`src/rtl/uart_tx_if.sv`:
```
// Byte handshake into the UART transmitter: fabric logic is master, uart_tx is slave.
interface uart_tx_if;
    logic [7:0] tx_data;
    logic       tx_valid;
    logic       tx_ready;

    modport master (output tx_data, output tx_valid, input  tx_ready);
    modport slave  (input  tx_data, input  tx_valid, output tx_ready);
endinterface

```
`src/rtl/uart_tx.sv`:
```
// 8N1 UART transmitter with a one-byte holding register and back-to-back frames.
// Define UART_TX_PARITY_EN to insert an even/odd parity bit after D7 (8E1/8O1).
module uart_tx #(
    parameter int CLKS_PER_BIT = 5208,
    parameter int STOP_BITS    = 1,
    parameter int PARITY_ODD   = 0
) (
    input  logic     clk,
    input  logic     rst_n,
    uart_tx_if.slave bus,
    output logic     tx,
    output logic     tx_busy,
    output logic     tx_done
);
    localparam int CW = $clog2(CLKS_PER_BIT);

    generate
        if (CLKS_PER_BIT < 2 || STOP_BITS < 1 || STOP_BITS > 2 || PARITY_ODD < 0 || PARITY_ODD > 1) begin : gBadParam
            $error("uart_tx: illegal parameter combination");
        end
    endgenerate

    typedef enum logic [2:0] {
        IDLE,
        START,
        DATA,
`ifdef UART_TX_PARITY_EN
        PARITY,
`endif
        STOP
    } state_t;

    state_t        state;
    logic [CW-1:0] cnt;
    logic [2:0]    bitIdx;
    logic [7:0]    shiftReg;
    logic [7:0]    holdData;
    logic          holdFull;
    logic          readyR;
`ifdef UART_TX_PARITY_EN
    logic          parBit;
`endif

    logic bitEnd, stopLast, accept, frameEnd, loadNow;

    assign bus.tx_ready = readyR;
    assign bitEnd   = (cnt == CW'(CLKS_PER_BIT - 1));
    assign stopLast = (bitIdx == 3'(STOP_BITS - 1));
    assign accept   = bus.tx_valid && readyR;
    assign frameEnd = (state == STOP) && bitEnd && stopLast;
    // Hold drains either from IDLE or straight out of the last stop period, so frames abut.
    assign loadNow  = holdFull && ((state == IDLE) || frameEnd);

    always_ff @(posedge clk) begin
        if (!rst_n) begin
            state    <= IDLE;
            cnt      <= '0;
            bitIdx   <= '0;
            shiftReg <= '0;
            holdData <= '0;
            holdFull <= 1'b0;
            readyR   <= 1'b1;
            tx       <= 1'b1;
            tx_busy  <= 1'b0;
            tx_done  <= 1'b0;
`ifdef UART_TX_PARITY_EN
            parBit   <= 1'b0;
`endif
        end else begin
            tx_done <= frameEnd;

            // accept needs readyR, which implies hold is empty, so it never collides with loadNow
            if (accept) begin
                holdFull <= 1'b1;
                holdData <= bus.tx_data;
                readyR   <= 1'b0;
            end else if (loadNow) begin
                holdFull <= 1'b0;
                readyR   <= 1'b1;
            end

            cnt <= bitEnd ? '0 : cnt + 1'b1;

            if (loadNow) begin
                shiftReg <= holdData;
`ifdef UART_TX_PARITY_EN
                parBit   <= (PARITY_ODD != 0) ? ~^holdData : ^holdData;
`endif
                state    <= START;
                tx       <= 1'b0;
                tx_busy  <= 1'b1;
                cnt      <= '0;
                bitIdx   <= '0;
            end else begin
                case (state)
                    IDLE: begin
                        tx      <= 1'b1;
                        tx_busy <= 1'b0;
                        cnt     <= '0;
                    end
                    START: if (bitEnd) begin
                        state <= DATA;
                        tx    <= shiftReg[0];
                    end
                    DATA: if (bitEnd) begin
                        if (bitIdx == 3'd7) begin
                            bitIdx <= '0;
`ifdef UART_TX_PARITY_EN
                            state  <= PARITY;
                            tx     <= parBit;
`else
                            state  <= STOP;
                            tx     <= 1'b1;
`endif
                        end else begin
                            bitIdx   <= bitIdx + 3'd1;
                            shiftReg <= {1'b0, shiftReg[7:1]};
                            tx       <= shiftReg[1];
                        end
                    end
`ifdef UART_TX_PARITY_EN
                    PARITY: if (bitEnd) begin
                        state <= STOP;
                        tx    <= 1'b1;
                    end
`endif
                    STOP: if (bitEnd) begin
                        if (stopLast) begin
                            state   <= IDLE;
                            tx_busy <= 1'b0;
                            bitIdx  <= '0;
                        end else begin
                            bitIdx <= bitIdx + 3'd1;
                        end
                    end
                    default: state <= IDLE;
                endcase
            end
        end
    end
endmodule
```
`src/flat_wrapper.sv`:
```
// flat-port wrapper written by rule: the top's interface ports become plain ports
module uart_tx_flat 
#(
    parameter int CLKS_PER_BIT = 5208,
    parameter int STOP_BITS    = 1,
    parameter int PARITY_ODD   = 0
)
  (clk, rst_n, tx, tx_busy, tx_done, bus_tx_data, bus_tx_valid, bus_tx_ready);
  uart_tx_if bus_i ();
  input  logic clk;
  input  logic rst_n;
  output logic tx;
  output logic tx_busy;
  output logic tx_done;
  input wire logic [$bits(bus_i.tx_data)-1:0] bus_tx_data;
  input wire logic [$bits(bus_i.tx_valid)-1:0] bus_tx_valid;
  output wire logic [$bits(bus_i.tx_ready)-1:0] bus_tx_ready;
  assign bus_i.tx_data = bus_tx_data;
  assign bus_i.tx_valid = bus_tx_valid;
  assign bus_tx_ready = bus_i.tx_ready;
  uart_tx #(.CLKS_PER_BIT(CLKS_PER_BIT), .STOP_BITS(STOP_BITS), .PARITY_ODD(PARITY_ODD)) u_core (.clk(clk), .rst_n(rst_n), .bus(bus_i), .tx(tx), .tx_busy(tx_busy), .tx_done(tx_done));
endmodule
```
`config.mk`:
```
export PLATFORM = sky130hd
export DESIGN_NAME = uart_tx_flat
export DESIGN_NICKNAME = d
export VERILOG_FILES = /design/src/rtl/uart_tx_if.sv /design/src/rtl/uart_tx.sv /design/src/flat_wrapper.sv
export SDC_FILE = /design/constraint.sdc
export NUM_CORES = 1
export LEC_CHECK = 0
export BUFFER_PORTS_ARGS = -buffer_cell sky130_fd_sc_hd__buf_2
export CELL_PAD_IN_SITES_DETAIL_PLACEMENT = 2
export CELL_PAD_IN_SITES_GLOBAL_PLACEMENT = 2
export CORE_MARGIN = 2
export CORE_UTILIZATION = 33
export DETAILED_ROUTE_END_ITERATION = 10
export PLACE_DENSITY_LB_ADDON = 0.1
export SETUP_SLACK_MARGIN = 0.05
export SKIP_LAST_GASP = 1
export SLEW_MARGIN = 10
export SYNTH_ARGS = -nofsm -noshare
export SYNTH_HDL_FRONTEND = slang
export SYNTH_SLANG_ARGS = --single-unit
export TNS_END_PERCENT = 1
```
`constraint.sdc`:
```
create_clock -name clk -period 1.73 [get_ports clk]
set_input_delay 0.346 -clock clk [delete_from_list [all_inputs] [get_ports clk]]
set_output_delay 0.346 -clock clk [all_outputs]
set_load 0.1 [all_outputs]
```
==> impl_metrics.csv, run 1 <==
group,metric,value,unit
sta,setup_viol_count_final,29,
final_layout,fin_area,0.002335,mm2
floorplanning,placementRows,27,
sta,fin_setup_tns,-3.510,ns
clock_tree,htreeDepth,2,
sta,setup_ws,-0.1761,ns
final_layout,multi_input_area,0.001022,mm2
final_layout,fin_cells,325,
grt,grtUsageTotal,18.48,%
synth,synth_seq_area_share,42.02,%
sta,tightest_slew,0.4952,ns
sta,period_minus_slack,1.906,ns
final_layout,fill_cells,638,
synth,synth.distinct_cells,41,
hold_path,hold_depth,3,
setup_path,worstRegToRegCells,6,
sta,timing.final.max_slew_violations,0,
flow_run,cap_violations,0,
routing,final_antenna_net_count,0,
setup_path,cpMaxStageDelayCell,"or4b_4",
clock_tree,clockRootBuffer,"clkbuf_8",
setup_path,crit_required,1.90,ns
placement,dp.cells,317,
clock_tree,clock_path_buffers,2,
final_layout,antenna_cells,0,
setup_path,critPathCaptureType,"register",
clock_tree,cts_made_buffers,5,
sta,finalHoldViolations,0,
final_layout,regArea,782.0,um2
routing,vias,1632,
setup_path,crit_buf_inv,1,
setup_path,cp-start-kind,"register",
clock_tree,insertion_delay,0.28,ns
setup_path,crit_fanout,8,
final_layout,postLayoutCoreUtil,42.66,%
outcome,outcome,"finished, violations left",
routing,drc,0,
grt,grt_max_degree,16,
sta,whs,0.3063,ns
hold_path,hp-class,"in2reg",
floorplanning,die_height,79.04,um
outcome,violations,"setup timing",
grt,grt_pass1_vias,1901,
grt,antenna_found_initial,0,
grt,grt_pass1_wl,9094,um
setup_path,cp_cell_sequence,"or4b_4, nor3_4, and2_4, buf_12, mux2i_1, a21oi_1",
synth,syn_area,0.001858,mm2
clock_tree,ctsHoldBuffers,0,
final_layout,layout_common_cells,"dfxtp_1, nand2_1, buf_4",
sta,relSlewSlack,66.99,%
power_and_ir_drop,power.density,1072,mW/mm2
routing,wire_per_inst,15.76,um
routing,via_per_inst,5.022,
floorplanning,dieArea,0.006247,mm2
sta,period_share,110.2,%
clock_tree,cts_tree,"yes",
placement,io_buffers,14,
final_layout,layout_commonest_cell,"dfxtp_1",
power_and_ir_drop,p_leak,0.9426,nW
placement,placed_area,0.002195,mm2
setup_path,cp.depth,6,
sta,finClkSkew,0.004786,ns
final_layout,drive_gt1_share,24.90,%
routing,drt_wl_total,5123,um
floorplanning,start_util,33.95,%
placement,pre_cts_ws,-0.1297,ns
clock_tree,cts_sinks,39,
power_and_ir_drop,ir_drop,0.4650,mV
synth,ys_ff_latch,39,
routing,drt-initial-drc-count,42,
setup_path,critPathKind,"reg2reg",
placement,gp_congestion,0.7901,
placement,hpwlAfterDp,4055,um
clock_tree,clk_pin_slew,0.08,ns
routing,first_pass_iters,2,
synth,synth_fp_nets,232,
synth,ys_warn_count,0,
floorplanning,core_area,0.005473,mm2
power_and_ir_drop,power,2.504,mW
final_layout,nets,273,
synth,postSynthAreaPerCell,8.806,um2
setup_path,worstPathArrival,2.08,ns
setup_path,critPathMaxStageDelay,0.57,ns
synth,synthCells,211,
final_layout,synthToLayoutAreaGrowth,25.66,%
sta,rsz0062_at_grt,"yes",
setup_path,cp_top_family,"simple AND/OR/NAND/NOR gates",
floorplanning,io-pin-count,15,
floorplanning,die_w,79.04,um
sta,max_freq,524.6,MHz
grt,grt-ovfl-total,0,
path summary, 6_finish.rpt:
kind                      startpoint                 end  slack, ns
setup / recovery       u_core.cnt[9]  u_core.shiftReg[3]      -0.18
hold / removal        bus_tx_data[5]  u_core.holdData[5]       0.31
setup reg to reg       u_core.cnt[9]  u_core.shiftReg[3]      -0.18
hold reg to reg   u_core.holdData[2]  u_core.holdData[2]       0.46
cells in the mapped netlist (all sizes together):
master | instances | area (um2)
a21oi | 20 | 100.1
clkbuf | 4 | 15.01
or4b | 1 | 13.76
inv | 7 | 26.28
nor3 | 4 | 31.28
nor2b | 1 | 6.260
mux2i | 8 | 80.08
or3 | 3 | 18.77
mux2 | 2 | 22.52
o21a | 2 | 15.01
nand3b | 2 | 15.01
xnor2 | 3 | 26.28
o22a | 1 | 8.760
nand4bb | 1 | 11.26
and2 | 3 | 18.77
and3 | 1 | 6.260
nand4 | 2 | 12.51
o21ai | 17 | 96.34
nand3 | 7 | 35.03
nor3b | 2 | 15.01
o32ai | 1 | 8.760
nand2 | 27 | 101.4
dfxtp | 39 | 780.8
nor4 | 1 | 21.27
buf | 4 | 31.27
a211oi | 1 | 7.510
or2 | 1 | 6.260
o211ai | 1 | 7.510
a21o | 1 | 7.510
xor2 | 6 | 52.55
a221oi | 2 | 23.77
nor2 | 22 | 82.58
ha | 10 | 125.1
nand4b | 1 | 8.760
nand2b | 3 | 18.77
flip-flops by register name, indices dropped and copies added (netlist names):
register and cells:
u_core.tx_busy 1, u_core.bitIdx 3, u_core.tx 1, u_core.bus.tx_ready 1, u_core.tx_done 1, u_core.holdFull 1
u_core.state 2, u_core.cnt 13, u_core.holdData 8, u_core.shiftReg 8
routing by layer:
metal	vias up	GRT usage, %	routed length [um]
li1	805	-	-
met1	815	21.59	2180
met2	8	34.92	2833
met3	4	3.068	77
met4	0	4.310	31
met5	-	0	0
logic make-up after synthesis:
kind of cell / count (synthesis) / synth area share [%]
AOI/OAI and AO/OA: 46 / 14.82
xor gates and xnor gates: 9 / 4.243
adders and majority gates: 10 / 6.734
buffers and inverters: 15 / 3.905
DFF: 39 / 42.02
muxes: 10 / 5.522
and+or+nand+nor: 82 / 22.76
power breakdown:
group	leakage, nW	internal [mW]	switching [mW]
sequential	0.318	0.976	0.0573
clock	0.0612	0.467	0.324
combinational	0.563	0.239	0.439
total	0.943	1.68	0.821
repair_timing:
item,CTS,global route
gates resized for setup,0,7
setup buffers,0,0
pin swaps,0,2
endpoints found under the setup margin,30,30
final cells by class:
class                      instances  share of cell area [%]
clock buffer                       6                   3.537
clock inverter                     2                   1.501
inverter                           7                   1.125
multi-input combinational        157                   43.78
sequential                        39                   33.49
tap                               72                   3.859
timing repair buffer              42                   12.70
worst min-delay path, cell delays in order:
cell and delay, ns:
buf_2 0.09, nand2_1 0.05, a21oi_1 0.05
(Power assumes the default switching activity.)
==> run 2, diff against run 1 <==
--- a/config.mk
+++ b/config.mk
@@ -5,11 +5,12 @@
 export SDC_FILE = /design/constraint.sdc
 export NUM_CORES = 1
 export LEC_CHECK = 0
+export ABC_AREA = 1
 export BUFFER_PORTS_ARGS = -buffer_cell sky130_fd_sc_hd__buf_2
 export CELL_PAD_IN_SITES_DETAIL_PLACEMENT = 2
 export CELL_PAD_IN_SITES_GLOBAL_PLACEMENT = 2
 export CORE_MARGIN = 2
-export CORE_UTILIZATION = 33
+export CORE_UTILIZATION = 34
 export DETAILED_ROUTE_END_ITERATION = 10
 export PLACE_DENSITY_LB_ADDON = 0.1
 export SETUP_SLACK_MARGIN = 0.05
==> constraint.sdc (replaced) <==
create_clock -name clk -period 2.1 [get_ports clk]
set_input_delay 0.42 -clock clk [delete_from_list [all_inputs] [get_ports clk]]
set_output_delay 0.42 -clock clk [all_outputs]
set_load 0.1 [all_outputs]
==> run 2 against run 1 <==
Compared with the run above:
- non-clock buffer count shrank 26
- register-to-register slack improved by 0.39 ns
- critical path depth up 3
- highest routed layer unchanged
- core utilization down 3.0 points
- the run now ends clean
- final cell count is 12% higher
==> impl_metrics.csv, run 2 <==
group,metric,value,unit
outcome,outcome,"finished clean",
placement,placed_area,0.002092,mm2
setup_path,cp_cell_sequence,"ha_1, nand2_1, nor2_1, nand3_2, nand2_4, nand2_4, nand4_1, buf_4, nor3_1",
sta,finClkSkew,0.007037,ns
floorplanning,die_w,80.09,um
setup_path,crit_top_cell,"nand2_4",
clock_tree,htreeDepth,2,
floorplanning,io-pin-count,15,
setup_path,cp_top_family,"simple AND/OR/NAND/NOR gates",
routing,vias,1790,
floorplanning,dieArea,0.006414,mm2
final_layout,layout_commonest_cell,"nand2_1",
floorplanning,placementRows,27,
sta,period_minus_slack,1.883,ns
clock_tree,post_cts_buffers,0,
final_layout,antenna_cells,0,
setup_path,worstPathArrival,2.06,ns
setup_path,critPathCaptureType,"register",
power_and_ir_drop,p_leak,0.8949,nW
clock_tree,cts_resized,0,
routing,first_pass_iters,4,
synth,synth_top_flop_cell,"dfxtp_1",
clock_tree,cts_sinks,39,
setup_path,worstRegToRegCells,9,
clock_tree,cts_made_buffers,5,
synth,postSynthAreaPerCell,7.131,um2
synth,async_flop_share,0,%
placement,pre_cts_ws,0.2441,ns
synth,synth_top_cell_area_share,39.67,%
setup_path,cpMaxStageDelayCell,"dfxtp_1",
floorplanning,start_util,35.52,%
setup_path,crit_buf_inv,1,
sta,timing.final.max_slew_violations,0,
sta,period_share,89.65,%
final_layout,fin_area,0.002195,mm2
routing,final_antenna_net_count,0,
routing,via_per_inst,4.904,
grt,grt_pass1_wl,9218,um
placement,hpwlAfterDp,4101,um
clock_tree,clockRootBuffer,"clkbuf_8",
final_layout,fill_cells,685,
clock_tree,clk_pin_slew,0.07,ns
synth,synth_edf_count,0,
synth,synthCells,276,
sta,tightest_slew,0.4882,ns
routing,drt-initial-drc-count,24,
grt,grt_max_degree,21,
sta,setup_viol_count_final,0,
clock_tree,cts_tree,"yes",
setup_path,crit_required,2.28,ns
power_and_ir_drop,ir_drop,0.3935,mV
clock_tree,ctsHoldBuffers,0,
hold_path,whs_endpoint,"u_core.holdData[4]",
clock_tree,clock_path_buffers,2,
final_layout,reg_top3,"u_core.cnt (13), u_core.holdData (8), u_core.shiftReg (8)",
setup_path,crit_fanout,20,
floorplanning,die_height,80.09,um
final_layout,nets,313,
sta,relSlewSlack,67.68,%
sta,rsz0062_at_grt,"yes",
sta,setup_ws,0.2174,ns
setup_path,critPathKind,"reg2reg",
hold_path,hold_depth,3,
grt,antenna_found_initial,0,
placement,gp_congestion,0.7428,
placement,dp.cells,357,
routing,wire_per_inst,14.48,um
final_layout,largest_register_ffs,13,
grt,grt-ovfl-total,0,
sta,finalHoldViolations,0,
synth,synth.distinct_cells,29,
setup_path,cp-start-kind,"register",
floorplanning,core_area,0.005540,mm2
clock_tree,insertion_delay,0.29,ns
sta,max_freq,531.2,MHz
routing,drt_wl_total,5285,um
setup_path,critPathMaxStageDelay,0.38,ns
setup_path,rr_endpoint,"u_core.cnt[2]",
placement,io_buffers,14,
setup_path,timing.rr.start,"u_core.cnt[0]",
synth,ys_ff_latch,39,
power_and_ir_drop,power.density,910.4,mW/mm2
setup_path,r2r_setup_slack,0.22,ns
final_layout,drive_gt1_share,12.29,%
flow_run,cap_violations,0,
synth,synthTopCellsByArea,"dfxtp_1, nand2_1, nor2_1",
synth,yosysMostFrequentCell,"nand2_1",
synth,synth_fp_nets,297,
synth,synth_seq_area_share,39.67,%
synth,syn_area,0.001968,mm2
hold_path,hp-class,"in2reg",
final_layout,synthToLayoutAreaGrowth,11.51,%
synth,synthTopCellsByCount,"nand2_1, dfxtp_1, nor2_1",
final_layout,largest-register,"u_core.cnt",
routing,drc,0,
synth,ys_warn_count,0,
final_layout,layout_common_cells,"nand2_1, dfxtp_1, nor2_1",
grt,grt_pass1_vias,1907,
hold_path,hp-start,"bus_tx_data[4]",
final_layout,fin_cells,365,
grt,grtUsageTotal,18.72,%
synth,yosys.area.top_type,"dfxtp_1",
==> run 2: worst max path at each step <==
stage | start | slack, ns | cells past startpoint | endpoint
floorplan | u_core.bus.tx_ready | 0.43 | 4 | u_core.bus.tx_ready
global placement | u_core.bitIdx[0] | 0.25 | 7 | u_core.shiftReg[0]
detailed placement | u_core.cnt[0] | 0.24 | 9 | u_core.cnt[11]
CTS | u_core.cnt[0] | 0.19 | 9 | u_core.shiftReg[5]
global route | u_core.cnt[0] | -0.02 | 8 | u_core.cnt[12]
finish | u_core.cnt[0] | 0.22 | 9 | u_core.cnt[2]
==> run 2: logic make-up after synthesis <==
| family | after synthesis | share of synthesized area (%) |
|---|---|---|
| AND/OR/NAND/NOR | 142 | 32.55 |
| AO/OA/AOI/OAI | 41 | 11.00 |
| buffers and inverters | 41 | 9.090 |
| flip-flops | 39 | 39.67 |
| adder cells (fa/ha/maj) | 10 | 6.357 |
| XOR/XNOR | 3 | 1.335 |
==> run 2: layout make-up <==
type | count | area (um2) | area share, %
timing repair buffer | 16 | 85.08 | 3.877
multi-input combinational | 196 | 1011 | 46.07
clock buffer | 8 | 100.1 | 4.561
inverter | 34 | 127.6 | 5.815
sequential | 39 | 780.7 | 35.58
tap | 72 | 90.09 | 4.105
==> run 2: through the flow <==
stage | setup TNS [ns] | hold slack [ns] | power (mW) | util, %
after global placement | 0 | 0.4443 | 1.432 | 37.76
final | 0 | 0.3775 | 1.998 | 39.61
after floorplan | 0 | 0.4295 | 1.311 | -
after detailed placement | 0 | 0.4548 | 1.455 | 37.76
after global routing | -0.02054 | 0.3964 | 2.140 | 39.61
after CTS | 0 | 0.3717 | 2.037 | 39.57
==> run 2: worst min-delay path, stage by stage <==
cell and delay (ns):
buf_2 0.07, o21ai_0 0.07, nor2_1 0.07
==> run 2: layer usage <==
| layer | vias up | global-route usage [%] | part of all wire [%] |
|---|---|---|---|
| li1 | 917 | - | - |
| met2 | 19 | 31.25 | 48 |
| met5 | - | 0 | 0 |
| met4 | 0 | 5.593 | 1.3 |
| met3 | 7 | 3.708 | 2.3 |
| met1 | 847 | 24.33 | 49 |
==> run 2: report_power, final <==
| part | switching, mW | internal, mW | total [mW] |
|---|---|---|---|
| clock | 0.271 | 0.300 | 0.571 |
| combinational | 0.391 | 0.177 | 0.568 |
| sequential | 0.0512 | 0.807 | 0.859 |
| total | 0.714 | 1.28 | 2.00 |
